==> src/rtl/if_id_queue.sv <==
// if_id_queue: in-order {pc, inst} buffer between fetch and decode with valid/ready flow control and flush.
// Optional macro IF_ID_BYPASS_EN lets a word reach decode in the same cycle when the queue is empty.
module if_id_queue #(
  parameter int DEPTH  = 4,
  parameter int ADDR_W = 32,
  parameter int DATA_W = 32
) (
  input  logic                     clk,
  input  logic                     rst,
  input  logic                     flush,
  input  logic                     if_valid,
  input  logic [ADDR_W-1:0]        if_pc,
  input  logic [DATA_W-1:0]        if_inst,
  output logic                     if_ready,
  output logic                     id_valid,
  output logic [ADDR_W-1:0]        id_pc,
  output logic [DATA_W-1:0]        id_inst,
  input  logic                     id_ready,
  output logic [$clog2(DEPTH):0]   count
);

  localparam int IDX_W = $clog2(DEPTH);
  localparam int PTR_W = IDX_W + 1;

  logic [ADDR_W-1:0] pc_mem   [DEPTH];
  logic [DATA_W-1:0] inst_mem [DEPTH];

  logic [PTR_W-1:0] wr_ptr, rd_ptr;
  logic [IDX_W-1:0] wr_idx, rd_idx;
  logic             empty, full, push, pop, bypass;

  assign wr_idx = wr_ptr[IDX_W-1:0];
  assign rd_idx = rd_ptr[IDX_W-1:0];

  // The extra wrap bit tells a full queue apart from an empty one when the indices match.
  assign empty    = (wr_ptr == rd_ptr);
  assign full     = (wr_idx == rd_idx) && (wr_ptr[IDX_W] != rd_ptr[IDX_W]);
  assign count    = wr_ptr - rd_ptr;
  assign if_ready = !full;

`ifdef IF_ID_BYPASS_EN
  assign bypass = empty & if_valid & ~flush;
`else
  assign bypass = 1'b0;
`endif

  assign id_valid = !empty | bypass;
  assign pop      = !empty & id_ready;
  // A bypassed word that decode takes immediately never needs a slot.
  assign push     = if_valid & !full & !(bypass & id_ready);

  always_comb begin
    id_pc   = '0;
    id_inst = '0;
    if (!empty) begin
      id_pc   = pc_mem[rd_idx];
      id_inst = inst_mem[rd_idx];
    end else if (bypass) begin
      id_pc   = if_pc;
      id_inst = if_inst;
    end
  end

  always_ff @(posedge clk or posedge rst) begin
    if (rst) begin
      wr_ptr <= '0;
      rd_ptr <= '0;
    end else if (flush) begin
      wr_ptr <= '0;
      rd_ptr <= '0;
    end else begin
      if (push) wr_ptr <= wr_ptr + PTR_W'(1);
      if (pop)  rd_ptr <= rd_ptr + PTR_W'(1);
    end
  end

  // Storage is deliberately left unreset; only the pointers define what is valid.
  always_ff @(posedge clk) begin
    if (push && !flush) begin
      pc_mem[wr_idx]   <= if_pc;
      inst_mem[wr_idx] <= if_inst;
    end
  end

endmodule

==> config.mk <==
export PLATFORM = sky130hd
export DESIGN_NAME = if_id_queue
export DESIGN_NICKNAME = d
export VERILOG_FILES = /design/src/rtl/if_id_queue.sv
export SDC_FILE = /design/constraint.sdc
export NUM_CORES = 1
export LEC_CHECK = 0
export CAP_MARGIN = 0
export CORE_UTILIZATION = 45
export DETAILED_ROUTE_END_ITERATION = 16
export DONT_BUFFER_PORTS = 1
export HOLD_SLACK_MARGIN = 0.12
export PLACE_DENSITY = 0.64
export RECOVER_POWER = 100
export SYNTH_ARGS = -nofsm -noshare
export SYNTH_HDL_FRONTEND = slang
export SYNTH_SLANG_ARGS = --single-unit
==> constraint.sdc <==
create_clock -name clk -period 3.7 [get_ports clk]
set_input_delay 0.37 -clock clk [delete_from_list [all_inputs] [get_ports clk]]
set_output_delay 0.37 -clock clk [all_outputs]
set_load 0.005 [all_outputs]
# Yosys cells after proc, flatten, opt, wreduce, memory -nomap -nowiden
# Memories as Yosys holds them, arrays and structs flattened.
# Cells that the tools add are included.
classes:
  reduce_logical: 7
  muxes: 8
  bitwise_logic: 2
  n_eq_ne: 3
  add_sub_neg: 3
ops:
  columns: ["cell", "n"]
  rows:
  - ["32-bit two-way mux", 2]
  - ["3-bit two-way mux", 4]
  - ["3-bit by 1-bit adder with 3-bit output (second input constant)", 2]
  - ["2-bit nonzero test", 2]
  - ["3-bit equality test", 1]
  - ["1-bit zero test", 3]
  - ["3-bit subtractor", 1]
  - ["1-bit AND", 2]
  - ["2-bit equality test", 1]
  - ["1-bit logical AND", 2]
  - ["1-bit two-way mux", 2]
  - ["1-bit inequality test", 1]
totals:
  output_inout_bits: 69
  mem_bits_rw: 256
  inputBits: 69
  register_bits: 6
  memories: 2
  wordCells: 27
memory_table:
  columns: ["memory", "depth", "word_bits", "read_ports", "rd_ports_with_merged_regs", "write_ports", "line_no", "source"]
  rows:
  - ["inst_mem", 4, 32, 1, 0, 1, "26", "logic [DATA_W-1:0] inst_mem [DEPTH];"]
  - ["pc_mem", 4, 32, 1, 0, 1, "25", "logic [ADDR_W-1:0] pc_mem [DEPTH];"]

# Logic depth before layout (Yosys ltp)
# Gate-level depths: netlist of the first run.
logic_depth:
  word_depth: 7
  depth_mapped: 6
  ltp_nobuf: 5

# Worst setup path before layout of the first run
# Ideal clock, no wire load.
synth_timing:
  path_kind: "reg-to-reg"
  startpoint: "register wr_ptr[0]"
  endpoint: "memory inst_mem[0][0] (enable)"
  synth_period_minus_slack_ps: 3206
  arrival_time_ps: 2776
  setup_time_ps: 430
  path_slack_ps: 494
  path_stages_with_launch: 6
  path_cell_list: "dfrtp_1 > inv_1 > ha_1 > nand2_2 > or2_2 > and4b_1"
synth_between:
  elab_chain_len: 7
synth_rtl:
  columns: ["element", "line_no", "source"]
  rows:
  - ["start: declaration", "28", "logic [PTR_W-1:0] wr_ptr, rd_ptr;"]
  - ["start signal: assignment", "72", "if (push) wr_ptr <= wr_ptr + PTR_W'(1);"]
  - ["2-bit equality test", "37", "assign full = (wr_idx == rd_idx) && (wr_ptr[IDX_W] != rd_ptr[IDX_W]);"]
  - ["1-bit logical AND", "37", null]
  - ["1-bit zero test", null, null]
  - ["named net if_ready", "14", "output logic if_ready,"]
  - ["1-bit AND", "50", "assign push = if_valid & !full & !(bypass & id_ready);"]
  - ["1-bit logical AND", "79", "if (push && !flush) begin"]
  - ["1-bit two-way mux", "79", null]
  - ["1-bit two-way mux (not written as such)", "81", "inst_mem[wr_idx] <= if_inst;"]
  - ["end: declaration", "26", null]
# The timed path passes the listed nets, and every way through them passes these cells.

# Final worst setup path of the first run
layout_timing:
  startpoint: "register wr_ptr[0]"
  endpoint: "memory pc_mem[0][10] (enable)"
layout_between:
  elab_chain_len: 7
layout_rtl:
  columns: ["element", "line_no", "source"]
  rows:
  - ["2-bit equality test", "37", null]
  - ["1-bit logical AND", "37", null]
  - ["1-bit zero test", null, null]
  - ["named net if_ready", "14", null]
  - ["1-bit AND", "50", null]
  - ["1-bit logical AND", "79", null]
  - ["1-bit two-way mux", "79", null]
  - ["1-bit two-way mux (not written as such)", "80", "pc_mem[wr_idx] <= if_pc;"]
  - ["end: declaration", "25", null]
# The timed path passes the listed nets, and every way through them passes these cells.

==> reports/metrics.yaml, run 1 <==
yosys_warnings: 0
fin_nets: 630
powerDensity_nw_per_um2: 717
io_pins: 138
intPower_mw: 6.06
avgSynthCellArea_sq_um: 21.8
cts.htree.levels: 1
synth.largest_area_cell: "edfxtp_1"
synth_area_sq_um: 10300
drc: 0
relSlewSlack_pct: 28.7
numCtsBuffers: 27
vdd_drop_max_mv: 0.507
critical_path_class: "flip-flop to flip-flop"
cp.required_ps: 3830
synth.net_count: 549
gp_congestion: 0.771
hp-class: "primary input to flip-flop"
grt_pass1_wl_um: 29400
synth_commonest_cells: "edfxtp_1, and2_1, mux4_2"
ys_types: 34
syn_inst: 472
totalWireLength_um: 18700
hold_violations: 0
fin_crit_sh_pct: 81.8
pwr-share-comb_pct: 30.0
routed_via_density: 5.55
vias: 4737
fin_ws_ps: 672
io_buffers: 0
fin_util_pct: 54.7
crit_path_end_kind: "flip-flop"
initial_utilization_pct: 46.6
synth_area_leaders: "edfxtp_1, mux4_2, and2_1"
drtAntennaViolNets: 0
final.setup.tns_ps: 0
grt_overflow: 0
status: "complete, no violations"
clk_latency_ps: 520
cap_violations: 0
drive_above_1_share_pct: 21.3
min-delay-start: "flush"
rsz0062_at_grt: "false"
wl_per_cell_um: 21.9
path_clk_slew_ps: 60
ys_ff_latch: 262
synth_ff_type: "edfxtp_1"
pwr-share-clk_pct: 28.2
fill_cells: 1691
place_inst: 735
clock_path_buffers: 3
dpl.hpwl_um: 10400
startpoint_type: "flip-flop"
fin_skew_ps: 7.58
cts_root_buf: "clkbuf_16"
die_x_um: 153
grt_pass1_vias: 5226
die_h_um: 153
startpoint: "wr_ptr[0]"
synth_seq_area_share_pct: 76.1
worstPathMaxFanout: 64
ys_async_sr_fraction_pct: 2.29
die-area_sq_um: 23500
row_count: 54
slew_viol_final: 0
r2r_start: "wr_ptr[0]"
netlist.area_leader.share_pct: 74.7
antenna_found_initial: 2
grt_max_degree: 69
cp.arrival_ps: 3160
postLayoutCellArea_sq_um: 12100
post_cts_buffers: 0
ctsResizeCount: 0
cts_tree: "yes"
fin_crit_ps: 3030
worstMarginPinSlew_ps: 1070
drtPass1Iterations: 4
grt_usage_pct: 16.4
pre_cts_ws_ps: 1120
fmax_mhz: 330
areaGrowthSynthToFinish_pct: 17.5
p_leak_nw: 3.80
finalNonFillerCells: 853
drtIter0Drc: 263
power_switching_share_pct: 30.1
power_frac_seq_pct: 41.8
cts.sinks: 262
placed_area_sq_um: 10600
core_area_sq_um: 22100
switching_power_mw: 2.61
yosysMostFrequentCell: "edfxtp_1"
synth-edff-count: 256
finalSetupViolCount: 0
[worst max-delay path, cell delays in order (launching register included)]
cell	delay, ps
dfrtp_1	410
inv_1	130
ha_1	410
nand2_1	320
or2_2	250
and4b_4	240
clkbuf_4	810
[final timing paths]
kind | end | slack, ps | depth (start not counted)
max reg2reg | pc_mem[0][10] | 670 | 6
max | pc_mem[0][10] | 670 | 6
min | rd_ptr[1] | 170 | 2
max in group asynchronous | rd_ptr[1] | 3210 | 2
min reg2reg | rd_ptr[2] | 680 | 2
min in group asynchronous | wr_ptr[2] | 240 | 2
[routing by layer]
| layer | share of wire [%] | track usage (%) |
|---|---|---|
| met3 | 6.1 | 3.83 |
| met2 | 50 | 28.4 |
| met1 | 42 | 21.0 |
| met5 | 0.070 | 0 |
| met4 | 2.1 | 4.23 |
[through the flow]
stage / hold WS (ps) / power (mW)
floorplan: 161 / 5.76
global placement: 197 / 6.28
detailed placement: 206 / 6.34
CTS: 140 / 8.90
global route: 162 / 9.14
finish: 169 / 8.67
[layout make-up]
type | count | area, sq um | area share (%)
Inverter | 6 | 22.5 | 0.186
Tap cell | 280 | 350 | 2.90
Multi-Input combinational cell | 178 | 2260 | 18.7
Sequential cell | 262 | 7850 | 64.9
Antenna cell | 1 | 2.50 | 0.0207
Timing Repair Buffer | 78 | 808 | 6.68
Clock inverter | 19 | 123 | 1.01
Clock buffer | 29 | 683 | 5.65
[cells in the final DEF, fill, tap and decap left out, types with 3 or more instances in the layout]
cell	count
mux4_2	64
dlygate4sd3_1	69
clkbuf_16	27
inv_1	6
and2_0	64
buf_12	4
buf_4	4
dfrtp_1	4
or4_1	3
edfxtp_1	256
clkinv_2	7
a21oi_1	3
nand2_1	4
clkinvlp_4	3
ha_1	7
a31oi_1	3
clkinv_1	7
[flip-flops by register name, indices dropped and copies added (netlist names)]
name,count
rd_ptr,3
inst_mem,128
wr_ptr,3
pc_mem,128
[what timing repair did]
item	CTS	global route
endpoints found under the hold margin	268	0
hold buffers	69	0
endpoints found under the setup margin	0	0
[cells by family after synthesis]
family / synth area share [%]
flops: 76.1
simple gates: 5.99
mux: 14.0
buf+inv: 2.08
compound gates: 0.583
fa+ha+maj: 1.05
xor+xnor: 0.170
[power groups by stage]
stage	logic [mW]	registers (mW)	clock network (mW)
2_1_floorplan	2.09	3.67	0
3_3_place_gp	2.62	3.66	0
3_5_place_dp	2.66	3.68	0
4_1_cts	2.77	3.62	2.51
5_1_grt	2.89	3.64	2.61
6_report	2.60	3.62	2.45
(Power assumes the default switching activity.)
==> run 2: changes to the inputs <==
Settings changed: PLACE_DENSITY 0.64 to 0.66.
Clock period 3.7 ns to 2.72 ns, I/O delays scaled along.
==> reports/metrics.yaml, run 2 (synthesis results as in run 1) <==
path_buf_inv: 2  # unchanged
grt_max_degree: 69  # unchanged
antenna_cells: 0  # -1
initial_utilization_pct: 46.6  # unchanged
cts_tree: "yes"
post_cts_buffers: 0  # unchanged
cp_top_family: "buffers and inverters"
die_h_um: 153  # unchanged
io_buffers: 0  # unchanged
cts.sinks: 262  # unchanged
die-area_sq_um: 23500  # unchanged
worstPathMaxFanout: 34  # -47%
fin_util_pct: 54.9  # +0.22 points
critical_path_class: "flip-flop to primary output"
p_leak_nw: 3.84  # +0.96%
drtIter0Drc: 407  # +55%
grt_overflow: 0  # unchanged
row_count: 54  # unchanged
clk_latency_ps: 510  # about the same
core_area_sq_um: 22100  # unchanged
cp.required_ps: 2450  # -1380 ps
cp_cell_sequence: "buf_6 -> buf_6 -> mux4_2 -> and2_0"
routed_via_density: 5.64  # +1.5%
worstMarginPinSlew_ps: 691  # -378 ps
hold_violations: 0  # unchanged
cp.arrival_ps: 2290  # -870 ps
top_regs: "inst_mem x128, pc_mem x128"
intPower_mw: 8.35  # +38%
power_switching_share_pct: 30.4  # +0.24 points
antenna_found_initial: 0  # -2
vdd_drop_max_mv: 0.820  # +62%
io_pins: 138  # unchanged
fill_cells: 1655  # -2.1%
powerDensity_nw_per_um2: 988  # +38%
cts_root_buf: "clkbuf_16"
drive_above_1_share_pct: 21.6  # +0.22 points
pwr-share-clk_pct: 28.8  # +0.6 points
finalPower_mw: 12.0  # +38%
totalWireLength_um: 19200  # +2.9%
fmax_mhz: 390
cap_violations: 0  # unchanged
grt_pass1_wl_um: 30200  # +2.9%
status: "complete, no violations"
drc: 0  # unchanged
die_x_um: 153  # unchanged
hp-class: "primary input to flip-flop"
gp_congestion: 0.698  # -9.5%
slowest_delay_ps: 420  # -390 ps
grt_usage_pct: 16.7  # +0.25 points
areaGrowthSynthToFinish_pct: 17.9
vias: 4849  # +2.4%
critPathSlowestCell: "dfrtp_4"
finalSetupViolCount: 0  # unchanged
cts.htree.levels: 1  # unchanged
cpMostUsedCell: "buf_6"
slew_viol_final: 0  # unchanged
final_cell_mix: "edfxtp_1, dlygate4sd3_1, mux4_2, and2_0, clkbuf_16"
wl_per_cell_um: 22.4  # +2.1%
relSlewSlack_pct: 53.9  # +25 points
switching_power_mw: 3.65  # +39%
pre_cts_ws_ps: 418  # -704 ps
crit_path_end_kind: "primary output"
path_clk_slew_ps: 60  # about the same
numCtsBuffers: 27  # unchanged
drtPass1Iterations: 4  # unchanged
final_common_cell: "edfxtp_1"
drtAntennaViolNets: 0  # unchanged
fin_crit_sh_pct: 94.3
fin_skew_ps: 11.4  # +3.77 ps
dpl.hpwl_um: 10900  # +5.1%
grt_pass1_vias: 5352  # +2.4%
startpoint_type: "flip-flop"
fin_crit_ps: 2570
fin_ws_ps: 154  # -518 ps
rsz0062_at_grt: "false"
clock_path_buffers: 3  # unchanged
power_frac_seq_pct: 41.0  # -0.8 points
final.setup.tns_ps: 0  # unchanged
pwr-share-comb_pct: 30.2  # +0.2 points
fin_nets: 637  # +1.1%
run 2: stage by stage:
step | area (sq um) | std cells | hold WS (ps)
2_1_floorplan | 10300 | 472 | 63.0
3_3_place_gp | 10700 | 741 | 93.2
3_5_place_dp | 10700 | 741 | 95.2
4_1_cts | 12200 | 860 | 147
5_1_grt | 12100 | 860 | 146
6_report | 12100 | 860 | 160
run 2: layout make-up:
type | count | area (sq um) | area share (%)
flip-flops and latches | 262 | 7850 | 64.6
clock buffers | 32 | 694 | 5.72
clock inverters | 17 | 139 | 1.14
well taps | 280 | 350 | 2.89
inverters | 6 | 22.5 | 0.186
repair buffers | 85 | 831 | 6.84
multi-input cells | 178 | 2260 | 18.6
run 2: power groups by stage:
stage / combinational [mW] / clock (mW) / sequential, mW
5_1_grt: 3.99 / 3.69 / 4.95
3_3_place_gp: 3.65 / 0 / 4.98
4_1_cts: 3.85 / 3.54 / 4.92
3_5_place_dp: 3.70 / 0 / 5.00
2_1_floorplan: 2.85 / 0 / 4.98
6_report: 3.62 / 3.45 / 4.92
run 2: path summary, 6_finish.rpt:
kind                            from  slack, ps  cells past startpoint       endpoint
hold reg to reg            rd_ptr[2]        670                      2      rd_ptr[2]
hold / removal              id_ready        160                      2      rd_ptr[1]
max in group asynchronous        rst       1780                      3      rd_ptr[1]
min in group asynchronous        rst        680                      3      wr_ptr[2]
setup reg to reg           rd_ptr[1]        160                      6  pc_mem[0][27]
setup / recovery           rd_ptr[1]        150                      4     id_inst[7]
run 2: per-layer routing:
metal / wire length (um) / vias to the layer above / track usage [%]
li1: - / 2094 / -
met1: 7880 / 2562 / 21.4
met2: 9830 / 166 / 28.9
met3: 1130 / 27 / 3.71
met4: 411 / 0 / 4.09
met5: 0 / - / 0
run 2: worst reg2reg max path, cell delays in order (launching register included):
cell and delay (ps):
dfrtp_4 480, inv_1 150, ha_1 340, nand2_2 220, or2_2 190, and4b_4 240
clkbuf_4 530
run 2: timing repair:
item                                    CTS  global route
gates resized for setup                   1             1
hold buffers                             70             0
hold endpoints to repair                268             0
endpoints found under the setup margin   33            32
